`src/rtl/uart_rx_ctrl.sv`:
```
// UART receive controller: receiver handshake sequencing, byte FIFO and a two-register I/O port.
// Optional registered interrupt output enabled by defining UART_RX_CTRL_IRQ_EN.
module uart_rx_ctrl #(
  parameter int unsigned DEPTH = 16,
  parameter int unsigned AW    = 4
) (
  input  logic       clk,
  input  logic       rst,
  input  logic       rx_rdy,
  input  logic [7:0] rx_data,
  output logic       rx_done,
  output logic       fsel,
  input  logic       io_adr,
  input  logic       io_rd,
  input  logic       io_wr,
  input  logic [7:0] io_wdata,
  output logic [7:0] io_rdata,
  output logic       irq
);

  typedef enum logic {
    S_IDLE,
    S_ACK
  } state_t;

  localparam logic [AW:0] FULL_CNT = (AW+1)'(DEPTH);

  state_t         state_q, state_d;
  logic           done_q, done_d;
  logic           fsel_q, fsel_d;
  logic           en_q, en_d;
  logic           ovr_q, ovr_d;
  logic [AW-1:0]  wptr_q, wptr_d;
  logic [AW-1:0]  rptr_q, rptr_d;
  logic [AW:0]    cnt_q, cnt_d;
  logic [7:0]     mem_q [DEPTH];

  logic capture;
  logic nonempty;
  logic full;
  logic pop;
  logic push;
  logic ovr_set;
  logic ctrl_wr;
  logic ie_bit;
  logic unused_wdata;

  assign unused_wdata = ^io_wdata[6:2];

  assign nonempty = (cnt_q != '0);
  assign full     = (cnt_q == FULL_CNT);
  assign ctrl_wr  = io_wr & io_adr;

  // A read of an empty FIFO never pops, so an empty push+pop only pushes.
  assign pop     = io_rd & ~io_adr & nonempty;
  assign push    = capture & en_q & (~full | pop);
  assign ovr_set = capture & en_q & full & ~pop;

  always_comb begin
    state_d = state_q;
    done_d  = 1'b0;
    capture = 1'b0;
    case (state_q)
      S_IDLE: begin
        if (rx_rdy) begin
          capture = 1'b1;
          done_d  = 1'b1;
          state_d = S_ACK;
        end
      end
      S_ACK: begin
        if (!rx_rdy) begin
          state_d = S_IDLE;
        end
      end
      default: state_d = S_IDLE;
    endcase
  end

  always_comb begin
    fsel_d = fsel_q;
    en_d   = en_q;
    ovr_d  = ovr_q;
    if (ctrl_wr) begin
      fsel_d = io_wdata[0];
      en_d   = io_wdata[1];
      if (io_wdata[7]) begin
        ovr_d = 1'b0;
      end
    end
    if (ovr_set) begin
      ovr_d = 1'b1;
    end
  end

  always_comb begin
    wptr_d = wptr_q;
    rptr_d = rptr_q;
    cnt_d  = cnt_q;
    if (push) begin
      wptr_d = wptr_q + 1'b1;
    end
    if (pop) begin
      rptr_d = rptr_q + 1'b1;
    end
    case ({push, pop})
      2'b10:   cnt_d = cnt_q + 1'b1;
      2'b01:   cnt_d = cnt_q - 1'b1;
      default: cnt_d = cnt_q;
    endcase
  end

  always_ff @(posedge clk or negedge rst) begin
    if (!rst) begin
      state_q <= S_IDLE;
      done_q  <= 1'b0;
      fsel_q  <= 1'b0;
      en_q    <= 1'b0;
      ovr_q   <= 1'b0;
      wptr_q  <= '0;
      rptr_q  <= '0;
      cnt_q   <= '0;
    end else begin
      state_q <= state_d;
      done_q  <= done_d;
      fsel_q  <= fsel_d;
      en_q    <= en_d;
      ovr_q   <= ovr_d;
      wptr_q  <= wptr_d;
      rptr_q  <= rptr_d;
      cnt_q   <= cnt_d;
    end
  end

  always_ff @(posedge clk) begin
    if (push) begin
      mem_q[wptr_q] <= rx_data;
    end
  end

`ifdef UART_RX_CTRL_IRQ_EN
  logic ie_q, ie_d;
  logic irq_q, irq_d;

  always_comb begin
    ie_d  = ie_q;
    if (ctrl_wr) begin
      ie_d = io_wdata[2];
    end
    irq_d = ie_q & (nonempty | ovr_q);
  end

  always_ff @(posedge clk or negedge rst) begin
    if (!rst) begin
      ie_q  <= 1'b0;
      irq_q <= 1'b0;
    end else begin
      ie_q  <= ie_d;
      irq_q <= irq_d;
    end
  end

  assign ie_bit = ie_q;
  assign irq    = irq_q;
`else
  assign ie_bit = 1'b0;
  assign irq    = 1'b0;
`endif

  always_comb begin
    io_rdata = '0;
    if (io_adr) begin
      io_rdata = {2'b00, ie_bit, en_q, fsel_q, ovr_q, full, nonempty};
    end else if (nonempty) begin
      io_rdata = mem_q[rptr_q];
    end
  end

  assign rx_done = done_q;
  assign fsel    = fsel_q;

endmodule
```
`config.mk`:
```
export PLATFORM = sky130hd
export DESIGN_NAME = uart_rx_ctrl
export DESIGN_NICKNAME = d
export VERILOG_FILES = /design/src/rtl/uart_rx_ctrl.sv
export SDC_FILE = /design/constraint.sdc
export NUM_CORES = 1
export LEC_CHECK = 0
export ABC_CLOCK_PERIOD_IN_PS = 2900
export CORE_MARGIN = 2
export CORE_UTILIZATION = 55
export CTS_CLUSTER_SIZE = 28
export DETAILED_ROUTE_END_ITERATION = 10
export PLACE_DENSITY = 0.74
export SYNTH_ARGS = -nofsm -noshare
export SYNTH_HDL_FRONTEND = slang
export SYNTH_SLANG_ARGS = --single-unit
```
`constraint.sdc`:
```
create_clock -name clk -period 2.9 [get_ports clk]
set_input_delay 0.435 -clock clk [delete_from_list [all_inputs] [get_ports clk]]
set_output_delay 0.435 -clock clk [all_outputs]
set_load 0.01 [all_outputs]
```
==> results.yml, run 1 <==
status:
  status: "finished, violations left"
  violations: "negative setup slack"
place:
  dpl.hpwl_mm: 7.48
  place_area_um2: 6650
  io_buffers: 26
  gp_congestion: 0.801
  pre_cts_slack_ps: 94.6
pwr:
  power.total_uw: 6850
  power_density_nw_per_um2: 926
  max-vdd-ir-drop_v: 0.000412
  p_leak_uw: 0.00257
floorplanning:
  ios: 33
  die_area_um2: 12000
  core.rowCount: 38
  die_y_um: 109
  chipWidth_um: 109
  initial_utilization_pct: 56.4
  core_area_um2: 10800
clocking:
  insertion_delay_ps: 530
  htreeDepth: 4
  cts_buffer_depth: 2
  cts_root_buf: "clkbuf_8"
  numClockSinks: 146
  path_clk_slew_ps: 60
  cts_buffers: 17
  tritoncts: "done"
layout:
  postLayoutCellArea_um2: 7390
  final_core_util_pct: 68.2
  layout_commonest_cell: "edfxtp_1"
  final_cell_mix: "128 x edfxtp_1, 32 x mux4_2, 30 x buf_4"
  final_nets: 421
  drive_above_1_share_pct: 32.6
  syn_to_final_growth_pct: 21.0
  antenna_cells: 0
sta:
  holdWs_ps: 254
  relSlewSlack_pct: 56.8
  finClkSkew_ps: 7.59
  slew_viol_final: 0
  finalSetupViolations: 2
  min_period_over_period_pct: 101
  grt_setup_unrepaired: "true"
  finalHoldViolCount: 0
  fmaxAchievable_mhz: 340
  setup_ws_ps: -42.4
  post-route-min-period_ps: 2940
  worstMarginPinSlew_ps: 645
drt:
  num_vias: 3206
  drc: 0
  drtPass1Iterations: 5
  wl_mm: 12.2
  ant_nets: 0
  vias_per_cell: 5.88
  wl_per_cell_um: 22.4
  drtIter0Drc: 272
critical_path:
  cp-end-kind: "output pin"
  crit_slowest_cell: "mux4_2"
  cp_max_fo: 7
  path_class: "flip-flop to output pin"
  worst_path_dominant_cell_family: "multiplexers"
  cp.depth: 7
  cp_data_required_time_ps: 2470
  critPathBufInv: 3
  arrival_ps: 2510
  r2r_cells: 9
  start_kind: "flip-flop"
  max_stage_delay_ps: 540
  cp_cell_sequence: "buf_12 -> buf_4 -> mux4_2 -> mux4_2 -> nor2_1 -> nor2_1 -> buf_2"
grt:
  grt_pass1_vias: 3248
  grt_pass1_wl_mm: 18.2
  antenna_found_initial: 0
  gr-usage-all-layers_pct: 21.9
  grt_max_degree: 19
  grt_overflow: 0
logic_synthesis:
  async_reset_ff_share_pct: 12.3
  synth_edf_count: 128
  synth-seq-area-share_pct: 70.3
  synth_seq_cells: 146
  avgSynthCellArea_um2: 18.9
  syn_nets: 353
  ys_warn_count: 0
  syn_area_um2: 6110
  synth_cells: 324
  ys.flop_type: "edfxtp_1"
  yosysUniqueCellTypes: 44
worst_hold_path:
  hp-class: "input port to asynchronous set/reset pin"
flow_run:
  max_cap_viol_count: 0
synthesized netlist by cell type, types with 2 or more instances:
cell	n	share of area, %
mux2i_1	11	1.8
xnor2_1	8	1.1
mux2_2	5	0.92
a21oi_1	5	0.41
nand3b_1	2	0.25
edfxtp_1	128	63
xor2_1	4	0.57
a211oi_1	7	0.86
mux4_1	8	3.4
dfrtp_1	18	7.4
mux4_2	25	9.2
clkbuf_1	8	0.49
buf_4	3	0.37
a22o_1	3	0.43
a2111oi_0	3	0.43
ha_1	7	1.4
nand2_1	9	0.55
nand4_1	2	0.20
nor2_1	12	0.74
o21ai_0	3	0.25
and2_1	8	0.82
nor2b_1	8	0.82
buf_2	5	0.41
inv_1	7	0.43
nor3_1	6	0.49
repair_timing:
action / 4_1_cts / 5_1_grt
gates cloned: 1 / 2
pin swaps: 9 / 13
resized for setup: 52 / 14
buffers inserted: 9 / 6
setup endpoints to repair: 8 / 8
hold buffers: 0 / 0
hold endpoints to repair: 0 / 0
logic make-up (layout without fill, tap and decap cells):
kind of cell	after synthesis	after routing	synth area share, %
flops	146	146	70.3
simple gates	57	57	5.34
mux	49	49	15.4
compound gates	27	27	3.60
buf+inv	25	106	2.21
xor+xnor	12	12	1.72
fa+ha+maj	7	7	1.43
other cells	1	1	0.0614
where the power goes:
part | switching, uW | leakage, uW | internal (uW)
sequential | 223 | 0.00136 | 2430
clock | 861 | 0.000263 | 1150
combinational | 969 | 0.000942 | 1210
total | 2050 | 0.00257 | 4800
worst paths after layout:
path / startpoint / to / slack (ps)
setup / recovery: rptr_q[0] / io_rdata[0] / -40
hold / removal: rst / state_q / 250
setup reg to reg: cnt_q[1] / cnt_q[4] / 490
hold reg to reg: state_q / rx_done / 450
max in group asynchronous: rst / rptr_q[3] / 2420
min in group clk: rx_rdy / state_q / 420
area by class of cell:
cell class                 instances  area (um^2)
tap                              140          175
timing repair buffer              67          652
clock buffer                      18          418
multi-input combinational        153         1700
clock inverter                    14          129
inverter                           7         26.3
sequential                       146         4300
fill                             729         3450
sequential cells by signal, summed over array words and instances (netlist names):
| signal | count |
|---|---|
| mem_q | 128 |
| cnt_q | 5 |
| rptr_q | 4 |
| wptr_q | 4 |
| en_q | 1 |
| fsel | 1 |
| ovr_q | 1 |
| rx_done | 1 |
| state_q | 1 |
per-stage QoR:
| stage | setup TNS [ps] | cells |
|---|---|---|
| after CTS | -122 | 539 |
| after floorplan | 0 | 324 |
| after detailed placement | 0 | 497 |
| final | -70.0 | 545 |
| after global routing | -245 | 545 |
| after global placement | 0 | 497 |
worst register-to-register path, cell delays in order (launching register included):
cell      delay [ps]
dfrtp_1          480
nor4_4           490
a211oi_4         130
xor2_1           160
ha_1             220
or3_1            310
a21oi_1          160
a32o_1           130
a41oi_1           50
xnor2_1          150
metal layers:
| metal | GRT usage [%] | vias to the layer above | wire, um |
|---|---|---|---|
| met5 | 0 | - | 0 |
| met4 | 6.96 | 0 | 124 |
| met3 | 5.39 | 10 | 718 |
| met2 | 34.3 | 111 | 6080 |
| met1 | 30.7 | 1657 | 5270 |
| li1 | - | 1428 | - |
Note: power is estimated with default switching activity, not from simulation.
==> run 2: changes to the inputs <==
Settings changed: ABC_AREA set to 1, SLEW_MARGIN set to 30.
==> run 2 against run 1 <==
The run still ends with negative setup slack left. Register-to-register slack gained 430 ps. Core utilization grew 0.44 points. Clock skew is essentially flat. Power up 7.5%. First-iteration DRC count is 96% higher.
==> results.yml, run 2 <==
sta:
  post-route-min-period_ps: 2930
  finalSetupViolations: 1
  worstMarginPinSlew_ps: 782
  fmaxAchievable_mhz: 341
  holdWs_ps: 376
  grt_setup_unrepaired: "true"
  min_period_over_period_pct: 101
  finClkSkew_ps: 7.28
  finalHoldViolCount: 0
  slew_viol_final: 0
  relSlewSlack_pct: 47.7
  setup_ws_ps: -34.3
clocking:
  htreeDepth: 4
  path_clk_slew_ps: 60
  cts_root_buf: "clkbuf_8"
  cts_buffers: 17
  numClockSinks: 146
  cts_buffer_depth: 2
  cts_hold_buf: 0
  tritoncts: "done"
  insertion_delay_ps: 520
floorplanning:
  initial_utilization_pct: 56.7
  ios: 33
  core_area_um2: 10900
  chipWidth_um: 110
  die_area_um2: 12100
  die_y_um: 110
  core.rowCount: 38
place:
  dpl.hpwl_mm: 8.51
  io_buffers: 26
  pre_cts_slack_ps: 211
  gp_congestion: 0.868
layout:
  largest_register_ffs: 128
  final_cell_mix: "128 x edfxtp_1, 86 x nor2_1, 71 x o21ai_0"
  layout_commonest_cell: "edfxtp_1"
  antenna_cells: 0
  drive_above_1_share_pct: 14.5
  reg_top3: "mem_q: 128 flops, cnt_q: 5 flops"
  syn_to_final_growth_pct: 21.2
  final_nets: 596
  final_core_util_pct: 68.7
  regMostFlops: "mem_q"
drt:
  ant_nets: 0
  vias_per_cell: 5.83
  drtIter0Drc: 532
  drtPass1Iterations: 5
  wl_per_cell_um: 19.4
  drc: 0
  wl_mm: 13.9
  num_vias: 4197
critical_path:
  path_class: "flip-flop to output pin"
  max_stage_delay_ps: 520
  start_kind: "flip-flop"
  cp_max_fo: 17
  arrival_ps: 2500
  cp-end-kind: "output pin"
  crit_slowest_cell: "clkdlybuf4s50_1"
  worst_path_dominant_cell_family: "buffers and inverters"
  critPathBufInv: 3
  cp_data_required_time_ps: 2470
  cp_cell_sequence: "inv_4 -> buf_12 -> o21ai_0 -> o221ai_1 -> o21ai_1 -> o21ai_1 -> nand2_1 -> nand2_1 -> clkdlybuf4s50_1"
grt:
  grt_pass1_vias: 4164
  antenna_found_initial: 0
  gr-usage-all-layers_pct: 24.6
  grt_max_degree: 27
  grt_overflow: 0
  grt_pass1_wl_mm: 21.3
status:
  violations: "negative setup slack"
  status: "finished, violations left"
logic_synthesis:
  yosysMostFrequentCell: "edfxtp_1"
  synth_edf_count: 128
  synthXorXnorAreaFrac_pct: 1.14
  synth_area_leaders: "edfxtp_1 62%, dfrtp_1 7.3%, o21ai_0 6.2%, nor2_1 5.2%, nand2_1 3.0%"
  synth_cells: 512
  synth_seq_cells: 146
  synth_top_area_cell: "edfxtp_1"
  ys_warn_count: 0
  ys.flop_type: "edfxtp_1"
  syn_area_um2: 6170
  yosysUniqueCellTypes: 31
  synth_compound_area_share_pct: 11.8
  syn_nets: 541
  synth_top_family_by_area: "compound AO/OA/AOI/OAI gates"
  synth_top_cells_by_count: "128 x edfxtp_1, 86 x nor2_1, 77 x o21ai_0, 49 x nand2_1, 28 x inv_1"
  async_reset_ff_share_pct: 12.3
  synth-seq-area-share_pct: 69.6
  avgSynthCellArea_um2: 12.0
  synth_top_area_share_pct: 62.3
  synth_adder_area_share_pct: 1.42
  synthMuxAreaShare_pct: 0.365
  synth-simple-area-share_pct: 11.6
pwr:
  p_int_uw: 4920
  combPwrFrac_pct: 32.7
  max-vdd-ir-drop_v: 0.000556
  p_clk_share_pct: 32.6
  p_leak_uw: 0.00278
  switching_share_pct: 33.2
  power_density_nw_per_um2: 985
  seq_power_share_pct: 34.7
  power_switching_uw: 2440
flow_run:
  max_cap_viol_count: 0
worst_hold_path:
  hp-class: "input port to asynchronous set/reset pin"
run 2: cell count changes after synthesis, sizes merged, moves of 9 or more:
cell    change
inv        +23
mux2i      -11
mux4       -33
nand2      +45
nand3      +18
nor2       +74
o21ai      +79
o221ai     +14
o22ai       +9
run 2: cell families after synthesis:
kind of cell    Yosys count
simple gates            165
flops                   146
compound gates          125
buf+inv                  58
xor+xnor                  8
fa+ha+maj                 7
mux                       2
other cells               1
run 2: metrics by stage:
step                      cell area [um^2]  std cells  total power (uW)  setup TNS, ps
final                                 7470        720              7360          -34.3
after global routing                  7470        720              7720           -243
after CTS                             7460        719              7330          -78.1
after detailed placement              6720        683              4770              0
after global placement                6720        683              4700              0
after floorplan                       6170        512              3990              0
run 2: worst paths after layout:
kind / start / slack [ps] / endpoint / depth (start not counted)
max in group asynchronous: rst / 1980 / rptr_q[1] / 1
worst min register to register: state_q / 410 / rx_done / 1
worst min-delay path: rst / 380 / state_q / 1
worst max-delay path: rptr_q[0] / -30 / io_rdata[3] / 9
min in group clk: state_q / 410 / rx_done / 1
worst max register to register: state_q / 920 / cnt_q[4] / 14
run 2: area by class of cell:
| type | instances | area [um^2] |
|---|---|---|
| Timing Repair Buffer | 62 | 591 |
| Tap cell | 140 | 175 |
| Clock buffer | 19 | 422 |
| Inverter | 32 | 123 |
| Multi-Input combinational cell | 308 | 1640 |
| Fill cell | 718 | 3410 |
| Sequential cell | 146 | 4300 |
| Clock inverter | 13 | 233 |
run 2: repair_timing:
action / in CTS / in global routing
buffers inserted: 3 / 1
pin swaps: 3 / 1
resized for setup: 18 / 7
cloned: 1 / 0
endpoints found under the setup margin: 8 / 2
run 2: worst reg2reg max path, stage by stage (launching register included):
cell and delay (ps):
dfrtp_1 370, nand3b_1 360, nand3_4 250, nand2_1 90, nand2_1 60, inv_1 40
ha_1 160, inv_1 70, nand2_1 70, nand3_1 110, nand2_1 70, nand3_1 70
nand2_1 50, nand2_1 50, nand2_1 50
run 2: per-layer routing:
metal / routed length [um] / vias to the layer above / GRT usage (%)
met3: 1070 / 32 / 6.99
met4: 323 / 0 / 10.0
met2: 6940 / 181 / 40.3
li1: - / 1942 / -
met5: 0 / - / 0
met1: 5600 / 2042 / 30.9
run 2: power by group through the flow:
stage          combinational (uW)  clock [uW]  sequential, uW
2_1_floorplan                1450           0            2540
6_report                     2410        2400            2550
3_3_place_gp                 2110           0            2590
4_1_cts                      2360        2430            2550
5_1_grt                      2650        2510            2570
3_5_place_dp                 2170           0            2590
